==> src/rtl/payment_change_unit_if.sv <==
// Handshake bundle between the checkout controller and the payment/change unit.
// The controller side (master) drives price, coins, cancel and dispenser ready.
interface payment_change_unit_if #(
  parameter int WIDTH = 5
);
  logic             start;
  logic [WIDTH-1:0] price;
  logic             coinValid;
  logic [WIDTH-1:0] coinValue;
  logic             cancel;
  logic             busy;
  logic [WIDTH-1:0] paid;
  logic             changeValid;
  logic [WIDTH-1:0] change;
  logic             refund;
  logic             changeReady;
  logic             done;
  logic             overflow;

  modport master (
    output start, price, coinValid, coinValue, cancel, changeReady,
    input  busy, paid, changeValid, change, refund, done, overflow
  );

  modport slave (
    input  start, price, coinValid, coinValue, cancel, changeReady,
    output busy, paid, changeValid, change, refund, done, overflow
  );
endinterface

==> src/rtl/payment_change_unit.sv <==
// Accumulates coins against a latched price, then presents change or a full
// refund to the dispenser over valid/ready. All outputs come straight from flops.
module payment_change_unit #(
  parameter int WIDTH          = 5,
  parameter int TIMEOUT_CYCLES = 1000
) (
  input  logic                 clock,
  input  logic                 reset,
  payment_change_unit_if.slave bus
);

  typedef enum logic [1:0] {
    ST_IDLE    = 2'd0,
    ST_COLLECT = 2'd1,
    ST_PAYOUT  = 2'd2
  } state_e;

  localparam bit TMO_EN = (TIMEOUT_CYCLES != 0);
  localparam int TW     = (TIMEOUT_CYCLES < 2) ? 1 : $clog2(TIMEOUT_CYCLES);
  localparam logic [TW-1:0] TMO_LAST = TW'(TMO_EN ? TIMEOUT_CYCLES - 1 : 0);

  state_e           state_q, state_d;
  logic [WIDTH-1:0] price_q, price_d;
  logic [WIDTH-1:0] paid_q, paid_d;
  logic [WIDTH-1:0] change_q, change_d;
  logic             refund_q, refund_d;
  logic             overflow_q, overflow_d;
  logic             done_q, done_d;
  logic [TW-1:0]    tmo_q, tmo_d;

  logic [WIDTH:0]   sum;
  logic [WIDTH-1:0] coin_amt;
  logic [WIDTH-1:0] paid_next;
  logic             tmo_hit;

  // NOTE: every always_comb output gets a default first so no path infers a latch.
  always_comb begin
    state_d    = state_q;
    price_d    = price_q;
    paid_d     = paid_q;
    change_d   = change_q;
    refund_d   = refund_q;
    overflow_d = overflow_q;
    tmo_d      = tmo_q;
    done_d     = 1'b0;

    coin_amt  = bus.coinValid ? bus.coinValue : '0;
    sum       = {1'b0, paid_q} + {1'b0, coin_amt};
    paid_next = sum[WIDTH] ? '1 : sum[WIDTH-1:0];
    tmo_hit   = TMO_EN && !bus.coinValid && (tmo_q == TMO_LAST);

    unique case (state_q)
      ST_IDLE: begin
        if (bus.start) begin
          price_d    = bus.price;
          paid_d     = '0;
          overflow_d = 1'b0;
          refund_d   = 1'b0;
          tmo_d      = '0;
          state_d    = ST_COLLECT;
        end
      end

      ST_COLLECT: begin
        paid_d = paid_next;
        if (sum[WIDTH]) overflow_d = 1'b1;

        if (bus.coinValid)  tmo_d = '0;
        else if (TMO_EN)    tmo_d = tmo_q + TW'(1);

        // Abort paths win over a sale so a coin arriving with cancel is refunded.
        if (bus.cancel || tmo_hit) begin
          change_d = paid_next;
          refund_d = 1'b1;
          state_d  = ST_PAYOUT;
        end else if (paid_next >= price_q) begin
          change_d = paid_next - price_q;
          refund_d = 1'b0;
          state_d  = ST_PAYOUT;
        end
      end

      ST_PAYOUT: begin
        if (bus.changeReady) begin
          done_d  = 1'b1;
          state_d = ST_IDLE;
        end
      end

      default: state_d = ST_IDLE;
    endcase
  end

  // NOTE: sequential state uses non-blocking assignments only, so every flop
  // samples the pre-edge value of every other flop.
  always_ff @(posedge clock or posedge reset) begin
    if (reset) begin
      state_q    <= ST_IDLE;
      price_q    <= '0;
      paid_q     <= '0;
      change_q   <= '0;
      refund_q   <= 1'b0;
      overflow_q <= 1'b0;
      done_q     <= 1'b0;
      tmo_q      <= '0;
    end else begin
      state_q    <= state_d;
      price_q    <= price_d;
      paid_q     <= paid_d;
      change_q   <= change_d;
      refund_q   <= refund_d;
      overflow_q <= overflow_d;
      done_q     <= done_d;
      tmo_q      <= tmo_d;
    end
  end

  assign bus.busy        = (state_q != ST_IDLE);
  assign bus.changeValid = (state_q == ST_PAYOUT);
  assign bus.paid        = paid_q;
  assign bus.change      = change_q;
  assign bus.refund      = refund_q;
  assign bus.done        = done_q;
  assign bus.overflow    = overflow_q;

endmodule

==> src/flat_wrapper.sv <==
// flat-port wrapper written by rule: the top's interface ports become plain ports
module payment_change_unit_flat 
#(
  parameter int WIDTH          = 5,
  parameter int TIMEOUT_CYCLES = 1000
)
  (clock, reset, bus_start, bus_price, bus_coinValid, bus_coinValue, bus_cancel, bus_changeReady, bus_busy, bus_paid, bus_changeValid, bus_change, bus_refund, bus_done, bus_overflow);
  payment_change_unit_if #(.WIDTH(WIDTH)) bus_i ();
  input  logic clock;
  input  logic reset;
  input wire logic [$bits(bus_i.start)-1:0] bus_start;
  input wire logic [$bits(bus_i.price)-1:0] bus_price;
  input wire logic [$bits(bus_i.coinValid)-1:0] bus_coinValid;
  input wire logic [$bits(bus_i.coinValue)-1:0] bus_coinValue;
  input wire logic [$bits(bus_i.cancel)-1:0] bus_cancel;
  input wire logic [$bits(bus_i.changeReady)-1:0] bus_changeReady;
  output wire logic [$bits(bus_i.busy)-1:0] bus_busy;
  output wire logic [$bits(bus_i.paid)-1:0] bus_paid;
  output wire logic [$bits(bus_i.changeValid)-1:0] bus_changeValid;
  output wire logic [$bits(bus_i.change)-1:0] bus_change;
  output wire logic [$bits(bus_i.refund)-1:0] bus_refund;
  output wire logic [$bits(bus_i.done)-1:0] bus_done;
  output wire logic [$bits(bus_i.overflow)-1:0] bus_overflow;
  assign bus_i.start = bus_start;
  assign bus_i.price = bus_price;
  assign bus_i.coinValid = bus_coinValid;
  assign bus_i.coinValue = bus_coinValue;
  assign bus_i.cancel = bus_cancel;
  assign bus_i.changeReady = bus_changeReady;
  assign bus_busy = bus_i.busy;
  assign bus_paid = bus_i.paid;
  assign bus_changeValid = bus_i.changeValid;
  assign bus_change = bus_i.change;
  assign bus_refund = bus_i.refund;
  assign bus_done = bus_i.done;
  assign bus_overflow = bus_i.overflow;
  payment_change_unit #(.WIDTH(WIDTH), .TIMEOUT_CYCLES(TIMEOUT_CYCLES)) u_core (.clock(clock), .reset(reset), .bus(bus_i));
endmodule
==> config.mk <==
export PLATFORM = sky130hd
export DESIGN_NAME = payment_change_unit_flat
export DESIGN_NICKNAME = d
export VERILOG_FILES = /design/src/rtl/payment_change_unit_if.sv /design/src/rtl/payment_change_unit.sv /design/src/flat_wrapper.sv
export SDC_FILE = /design/constraint.sdc
export NUM_CORES = 1
export LEC_CHECK = 0
export CAP_MARGIN = 20
export CORE_MARGIN = 4
export CORE_UTILIZATION = 30
export CTS_CLUSTER_SIZE = 40
export DETAILED_ROUTE_END_ITERATION = 10
export PLACE_DENSITY = 0.51
export RECOVER_POWER = 100
export SLEW_MARGIN = 20
export SYNTH_ARGS = -nofsm -noshare
export SYNTH_HDL_FRONTEND = slang
export SYNTH_SLANG_ARGS = --single-unit
==> constraint.sdc <==
create_clock -name clock -period 4.29 [get_ports clock]
set_clock_uncertainty 0.2 [all_clocks]
set_input_delay 0.429 -clock clock [delete_from_list [all_inputs] [get_ports clock]]
set_output_delay 0.429 -clock clock [all_outputs]
set_load 0.1 [all_outputs]
After elaboration in Yosys (flattened, before gate mapping)

Cells that the tools add are included.

Output and inout bits: 15
Input port bits: 16
Register bits: 30

Muxes and demuxes: 22
Reductions and logical operators: 13
Add/sub/neg operators: 3
Magnitude comparators: 1
Eq/ne operators: 7

Operators with widths:

| kind                    | count |
|---|---|
| $mux W5                 | 5 |
| $mux W10                | 2 |
| $pmux W10 S2            | 1 |
| $add A10 B1 Y10 const B | 1 |
| $eq A10 B10 Y1 const B  | 1 |
| $pmux W5 S2             | 1 |
| $reduce_and A3 Y1       | 3 |
| $mux W2                 | 4 |
| $add A5 B5 Y6           | 1 |
| $mux W1                 | 6 |
| $pmux W2 S3             | 1 |
| $reduce_and A2 Y1       | 3 |
| $reduce_bool A2 Y1      | 3 |
| $ge A5 B5 Y1            | 1 |
| $sub A5 B5 Y5           | 1 |
| $ne A2 B2 Y1 const B    | 2 |
| $pmux W1 S2             | 2 |
| $ne A3 B1 Y1 const B    | 1 |
| $eq A2 B1 Y1 const B    | 1 |
| $eq A2 B2 Y1 const B    | 1 |
| $logic_not A2 Y1        | 1 |
| $ne A2 B1 Y1 const B    | 1 |
| $logic_and A1 B1 Y1     | 1 |
| $logic_not A1 Y1        | 1 |
| $logic_or A1 B1 Y1      | 1 |

Depth between registers and ports, before layout

Gate-level depths: netlist (run 1).

Depth in word-level cells: 7
Depth in mapped cells: 14
Depth with buffers taken out: 14

Least setup slack after synthesis (run 1)

No wires, ideal clock.

Path type: reg2reg
Start: reg u_core.paid_q[1] (netlist: u_core.bus.paid[1])
End: reg u_core.change_q[0] (netlist: u_core.bus.change[0])
Buffers on the path: 0
Stages on the path, launching flop included: 13
Slack: 0.432 ns
Setup time: 0.125 ns
Arrival time: 3.533 ns
Cells stage by stage: dfrtp_1 -> ha_1 -> a211oi_1 -> o21ai_0 -> o21ai_0 -> and2b_1 -> ha_1 -> nand2b_1 -> a21o_1 -> a211oi_1 -> o21ai_4 -> nand2_4 -> mux2_4

Cells in the longest elaborated chain, start to end: 5

Ends and longest elaborated chain:

| what                                          | RTL line                                             | text |
|---|---|---|
| start, declared                               | payment_change_unit.sv:24                            | `logic [WIDTH-1:0] paid_q, paid_d;` |
| start signal, assigned                        | payment_change_unit.sv:109                           | `paid_q <= paid_d;` |
| $add A5 B5 Y6 (*)                             | payment_change_unit.sv:48                            | `sum = {1'b0, paid_q} + {1'b0, coin_amt};` |
| $mux W5 (*)                                   | payment_change_unit.sv:49                            | `paid_next = sum[WIDTH] ? '1 : sum[WIDTH-1:0];` |
| $sub A5 B5 Y5 or $ge A5 B5 Y1 (tied branches) | payment_change_unit.sv:77, payment_change_unit.sv:76 |  |
| $mux W5 or $reduce_bool A2 Y1 (tied branches) | -                                                    |  |
| $mux W5 or $reduce_and A2 Y1 (tied branches)  | -                                                    |  |
| end signal, assigned                          | payment_change_unit.sv:110                           | `change_q <= change_d;` |
| end, declared                                 | payment_change_unit.sv:25                            | `logic [WIDTH-1:0] change_q, change_d;` |

Every way passes the cells marked *; elsewhere a longest branch is shown, timed or not. The select of a mux whose other input is x is not followed.
A chain may end at the register's enable or synchronous reset.

Worst setup path in the final report (run 1)

Start: in bus_coinValid
End: reg u_core.change_q[1] (netlist: u_core.bus.change[1])

Cells in the longest elaborated chain, start to end: 6

Ends and longest elaborated chain:

| what                                          | RTL line                                             | text |
|---|---|---|
| start, declared                               | flat_wrapper.sv:13                                   | `input wire logic [$bits(bus_i.coinValid)-1:0] bus_coinValid;` |
| $mux W5                                       | payment_change_unit.sv:47                            | `coin_amt = bus.coinValid ? bus.coinValue : '0;` |
| $add A5 B5 Y6                                 | payment_change_unit.sv:48                            |  |
| $mux W5                                       | payment_change_unit.sv:49                            |  |
| $sub A5 B5 Y5 or $ge A5 B5 Y1 (tied branches) | payment_change_unit.sv:77, payment_change_unit.sv:76 |  |
| $mux W5 or $reduce_bool A2 Y1 (tied branches) | -                                                    |  |
| $mux W5 or $reduce_and A2 Y1 (tied branches)  | -                                                    |  |

Several ways; a longest one is shown, not always the timed one. The select of a mux whose other input is x is not followed.

==> out/qor.csv, run 1 <==
metric,value,unit
via count,1397,
# resized after CTS,0,
Cell Rows,27,
Post-Route WL,4010,um
Seq cells post-synth,30,
Worst Hold Class,flop to flop,
vias per std cell,4.77,
DIE HEIGHT,85.5,um
Post-CTS Setup Bufs,0,
CTS buffer count,5,
Synth Area in Compound Gates,0.191,
CTS Root Cell,clkbuf_8,
CP required,4260,ps
Layout fillers,585,
Die Area,0.00731,mm^2
Routed WL per cell,13.7,um
Post-Syn Area,0.00180,mm^2
total global-route track usage,0.121,
H-Tree Depth,2,
area grow syn2layout,27.4,%
status,"complete, no violations",
detailed-placement wirelength estimate,3150,um
Synth Area in Simple Gates,0.178,
Reg area,751,um^2
Max clock buf depth,2,
first-pass GRT wire length,7020,um
Hold Fails Final Rpt,0,
endpoints failing setup,0,
CP Class,input pin to flop,
vias in the first global route,1473,
antenna cells,0,
number of flops mapped to enable cells by yosys,0,
Clock transition at path regs,70,ps
Die X,85.5,um
largest family of logic cells by synthesized area,compound AO/OA/AOI/OAI gates,
Clock Latency Late Sink,280,ps
CP arrival,3790,ps
post-synthesis xor/xnor area fraction,0.0341,
mux contribution to synthesized area,0.0563,
Worst slew margin,0.345,
Area contributors post-synth,"dfrtp_1, ha_1, o21ai_0",
final net count,249,
area of the multi-input gates,0.00100,mm^2
CTS tree,yes,
RSZ-0062 raised after global routing,false,
synth cell count leaders,"dfrtp_1, o21ai_0, nand2_1",
ANT nets after route,0,
FMAX,0.262,GHz
crit path capture type,flop,
Post-Synth Adder-Cell Area,0.0987,
Final min period,3820,ps
final worst path period share,0.890,
clock sink count,30,
number of max-cap violations,0,
async set-reset flop share out of synthesis,1.00,
GRT overflow,0,
Core ar.,0.00568,mm^2
final routed DRC violation total,0,
GP Congestion,0.845,
critical path launch point type,input pin,
Setup TNS Final,0,ps
"area leader, netlist",dfrtp_1,
layout cells sized above 1,0.0860,
max-slew violations,0,
hold-fix buffers at CTS,0,
ys flop type,dfrtp_1,
Initial Util,0.317,
sequential-to-total area share from yosys stat,0.417,
antenna violations before repair,0,
largest net degree at the start of global routing,17,
Synth Net Count,210,
synth unique cells,37,
Gate Count Post-Synth,181,
worst slew pin tran,979,ps
1st-iter DRT viols,83,
"Max FO, Critical Path",6,
DRT Pass-1 Iters,4,
# IOs,31,
Buffers on Ports,30,
warnings from Yosys,0,
top-area cell type share of the netlist area,0.417,
"Avg Cell Area, Syn",9.95,um^2
most frequent cell after synthesis,dfrtp_1,
## kinds of logic after synthesis
kind of cell,Yosys count
AOI/OAI and AO/OA,54
xor gates and xnor gates,7
adders and majority gates,13
buffers and inverters,12
DFF,30
muxes,8
and+or+nand+nor,57
## per-layer routing
layer  share of wire  vias up  wire length [um]  global-route usage
li1                -      715                 -                   -
met1            0.48      641              1930               0.161
met2            0.46       35              1830               0.193
met3           0.047        6               190              0.0388
met4           0.013        0                51              0.0259
met5               0        -                 0                   0
## worst max-delay path, cell delays in order
cell           delay, ps
dlygate4sd3_1        590
and2_0               200
ha_1                 300
a211oi_1             290
o21ai_0              120
o21ai_0              130
and2b_1              210
ha_1                 250
nand2b_1             150
a21o_1               170
a211oi_1             370
o21ai_4              130
nand2_4              130
mux2_4               300
## path summary, 6_finish.rpt
path                                      from                   end  slack, ps  cells after the start
max reg2reg                 u_core.bus.paid[1]  u_core.bus.change[1]        970                     12
max                              bus_coinValid  u_core.bus.change[1]        470                     14
min reg2reg                u_core.bus.overflow   u_core.bus.overflow        310                      2
min in group asynchronous                reset       u_core.tmo_q[7]        430                      2
max in group asynchronous                reset    u_core.bus.paid[0]       2310                      3
min                        u_core.bus.overflow   u_core.bus.overflow        310                      2
## flip-flops by register name, indices dropped and copies added, names as in the netlist
name and count:
u_core.tmo_q 10, u_core.bus.change 5, u_core.bus.paid 5, u_core.price_q 5
u_core.state_q 2, u_core.bus.done 1, u_core.bus.overflow 1, u_core.bus.refund 1
## final cells by class
type | count | area share
clock buffers | 7 | 0.0376
multi-input cells | 139 | 0.438
clock inverters | 1 | 0.00218
repair buffers | 34 | 0.139
flip-flops and latches | 30 | 0.327
well taps | 72 | 0.0393
inverters | 10 | 0.0164
## cell usage in the layout (no fill, tap or decap), drive strengths merged
cell type and instances:
and2 7, dfrtp 30, nand2b 5, clkbuf 10, nor3 1, nand2 19
nor4b 1, xor2 4, and3 2, a21o 5, and2b 3, inv 10
buf 1, or2 1, o21ai 28, o21bai 1, a22o 4, mux2 5
o22ai 1, mux2i 3, dlygate4sd3 18, nor2b 2, o2bb2ai 1, xnor2 3
nor2 10, ha 11, nand4 1, o21a 1, nand3 3, a211oi 3
a31oi 2, a21oi 8, clkdlybuf4s50 12, and4 2, fa 2, clkinv 1
## stage by stage
step	instances	hold WS (ps)	cell area [um^2]	setup WS, ps	utilization
5_1_grt	293	334	2290	180	0.404
3_5_place_dp	285	296	2210	246	0.390
6_report	293	307	2290	473	0.404
4_1_cts	293	309	2300	541	0.406
3_3_place_gp	284	281	2210	322	0.389
2_1_floorplan	181	252	1800	432	-
Power of run 1 is left out: the tool's default activity adds up to more than one toggle a clock period on the data nets, which glitch-free logic cannot reach.
==> run 2, diff against run 1 <==
--- a/config.mk
+++ b/config.mk
@@ -5,7 +5,6 @@
 export SDC_FILE = /design/constraint.sdc
 export NUM_CORES = 1
 export LEC_CHECK = 0
-export CAP_MARGIN = 20
 export CORE_MARGIN = 4
 export CORE_UTILIZATION = 30
 export CTS_CLUSTER_SIZE = 40
==> constraint.sdc (replaced) <==
create_clock -name clock -period 4.1 [get_ports clock]
set_clock_uncertainty 0.2 [all_clocks]
set_input_delay 0.41 -clock clock [delete_from_list [all_inputs] [get_ports clock]]
set_output_delay 0.41 -clock clock [all_outputs]
set_load 0.1 [all_outputs]
==> out/qor.csv, run 2 (synthesized netlist as in run 1, its figures left out) <==
metric,value,unit,change
status,"complete, but fails checks",,"was complete, no violations"
finished layout cell area,0.00230,mm^2,was 0.00229 mm^2
Worst Hold Class,flop to flop,,unchanged
FF-to-FF path depth,12,,unchanged
end of the worst register-to-register path,u_core.bus.change[1],,unchanged
WHS Endpoint,u_core.tmo_q[9],,was u_core.bus.overflow
CTS tree,yes,,unchanged
Buffers on Ports,30,,unchanged
detailed-placement wirelength estimate,3100,um,was 3150 um
number of max-cap violations,1,,was 0
first-pass GRT wire length,7070,um,was 7020 um
DIE HEIGHT,85.5,um,unchanged
max-slew violations,31,,was 0
GP Congestion,0.755,,was 0.845
largest net degree at the start of global routing,31,,was 17
fin util,0.406,,was 0.404
Die X,85.5,um,unchanged
Hold Fails Final Rpt,0,,unchanged
HP Start,u_core.tmo_q[9],,was u_core.bus.overflow
ANT nets after route,0,,unchanged
GRT overflow,0,,unchanged
Layout fillers,579,,was 585
Routed WL per cell,13.8,um,was 13.7 um
layout cells sized above 1,0.0766,,was 0.0860
Cell Rows,27,,unchanged
max FFs per register,10,,unchanged
clock sink count,30,,unchanged
"most common cell after layout, fill and taps aside",dfrtp_1,,unchanged
H-Tree Depth,2,,unchanged
CP Class,input pin to flop,,unchanged
Post-Route WL,4070,um,was 4010 um
final net count,250,,was 249
endpoints failing setup,0,,unchanged
antenna cells,0,,unchanged
worst slew pin tran,1640,ps,was 979 ps
total global-route track usage,0.125,,was 0.121
CP required,4070,ps,was 4260 ps
Clock transition at path regs,70,ps,about the same
critical path launch point type,input pin,,unchanged
Top reg by flops,u_core.tmo_q,,unchanged
# IOs,31,,unchanged
final routed DRC violation total,0,,unchanged
vias in the first global route,1415,,was 1473
"leading cell types in the layout, fill and taps excluded","dfrtp_1, o21ai_0, nand2_1",,"was dfrtp_1, o21ai_0, nand2_1, dlygate4sd3_1, clkdlybuf4s50_1"
area grow syn2layout,28.0,%,was 27.4%
CP arrival,3700,ps,was 3790 ps
via count,1401,,was 1397
DRT Pass-1 Iters,4,,unchanged
antenna violations before repair,0,,unchanged
reg2reg setup slack,730,ps,was 970 ps
hold depth,1,,was 2
hold-fix buffers at CTS,0,,unchanged
Post-CTS Setup Bufs,0,,unchanged
RSZ-0062 raised after global routing,false,,unchanged
Worst slew margin,-0.0911,,was 0.345
crit path capture type,flop,,unchanged
Clock Latency Late Sink,280,ps,about the same
Final min period,3730,ps,
failing checks,"capacitance limit, slew limit",,
1st-iter DRT viols,41,,was 83
Placement Cell Area,0.00222,mm^2,was 0.00221 mm^2
Setup TNS Final,0,ps,unchanged
# resized after CTS,0,,unchanged
FMAX,0.268,GHz,
worst reg2reg startpoint,u_core.bus.paid[1],,unchanged
Max clock buf depth,2,,unchanged
area of the multi-input gates,990,um^2,was 0.00100 mm^2
final worst path period share,0.909,,
Reg area,751,um^2,unchanged
"Max FO, Critical Path",6,,unchanged
Die Area,0.00731,mm^2,unchanged
Initial Util,0.317,,unchanged
Core ar.,0.00568,mm^2,unchanged
vias per std cell,4.77,,about the same
CTS buffer count,5,,unchanged
CTS Root Cell,clkbuf_8,,unchanged
[run 2: stage by stage]
| stage | std cells | setup WS (ps) | hold slack (ps) |
|---|---|---|---|
| after floorplan | 181 | 242 | 252 |
| after global placement | 286 | 160 | 277 |
| after detailed placement | 286 | 40.4 | 280 |
| after CTS | 294 | 329 | 291 |
| after global routing | 294 | 69.0 | 324 |
| final | 294 | 374 | 283 |
[run 2: how the worst max path moves through the flow]
stage	from	endpoint	slack, ps	cells after the start
after floorplan	u_core.bus.paid[1]	u_core.bus.change[0]	240	12
after global placement	bus_coinValid	u_core.bus.change[3]	160	14
after detailed placement	bus_coinValid	u_core.bus.change[0]	40	14
after CTS	bus_coinValid	u_core.bus.change[1]	330	14
after global routing	bus_coinValid	u_core.bus.change[3]	70	14
final	bus_coinValid	u_core.bus.change[1]	370	14
[run 2: routing by layer]
| metal | vias up | part of all wire | GRT usage |
|---|---|---|---|
| met2 | 25 | 0.46 | 0.196 |
| met3 | 6 | 0.050 | 0.0447 |
| met4 | 0 | 0.013 | 0.0388 |
| met1 | 650 | 0.48 | 0.161 |
| met5 | - | 0 | 0 |
| li1 | 720 | - | - |
[run 2: critical path, cell delays in order]
cell	delay, ps
clkdlybuf4s50_1	540
and2_1	200
ha_1	250
a211oi_1	300
o21ai_0	120
o21ai_0	130
and2b_1	210
ha_1	250
nand2b_1	150
a21o_1	170
a211oi_1	390
o21ai_4	130
nand2_4	120
mux2_1	320
[run 2: layout make-up]
type	instances	share of cell area
inverters	10	0.0163
repair buffers	35	0.142
multi-input cells	139	0.429
flip-flops and latches	30	0.326
clock buffers	8	0.0478
well taps	72	0.0391
Power of run 2 is left out for the same reason.
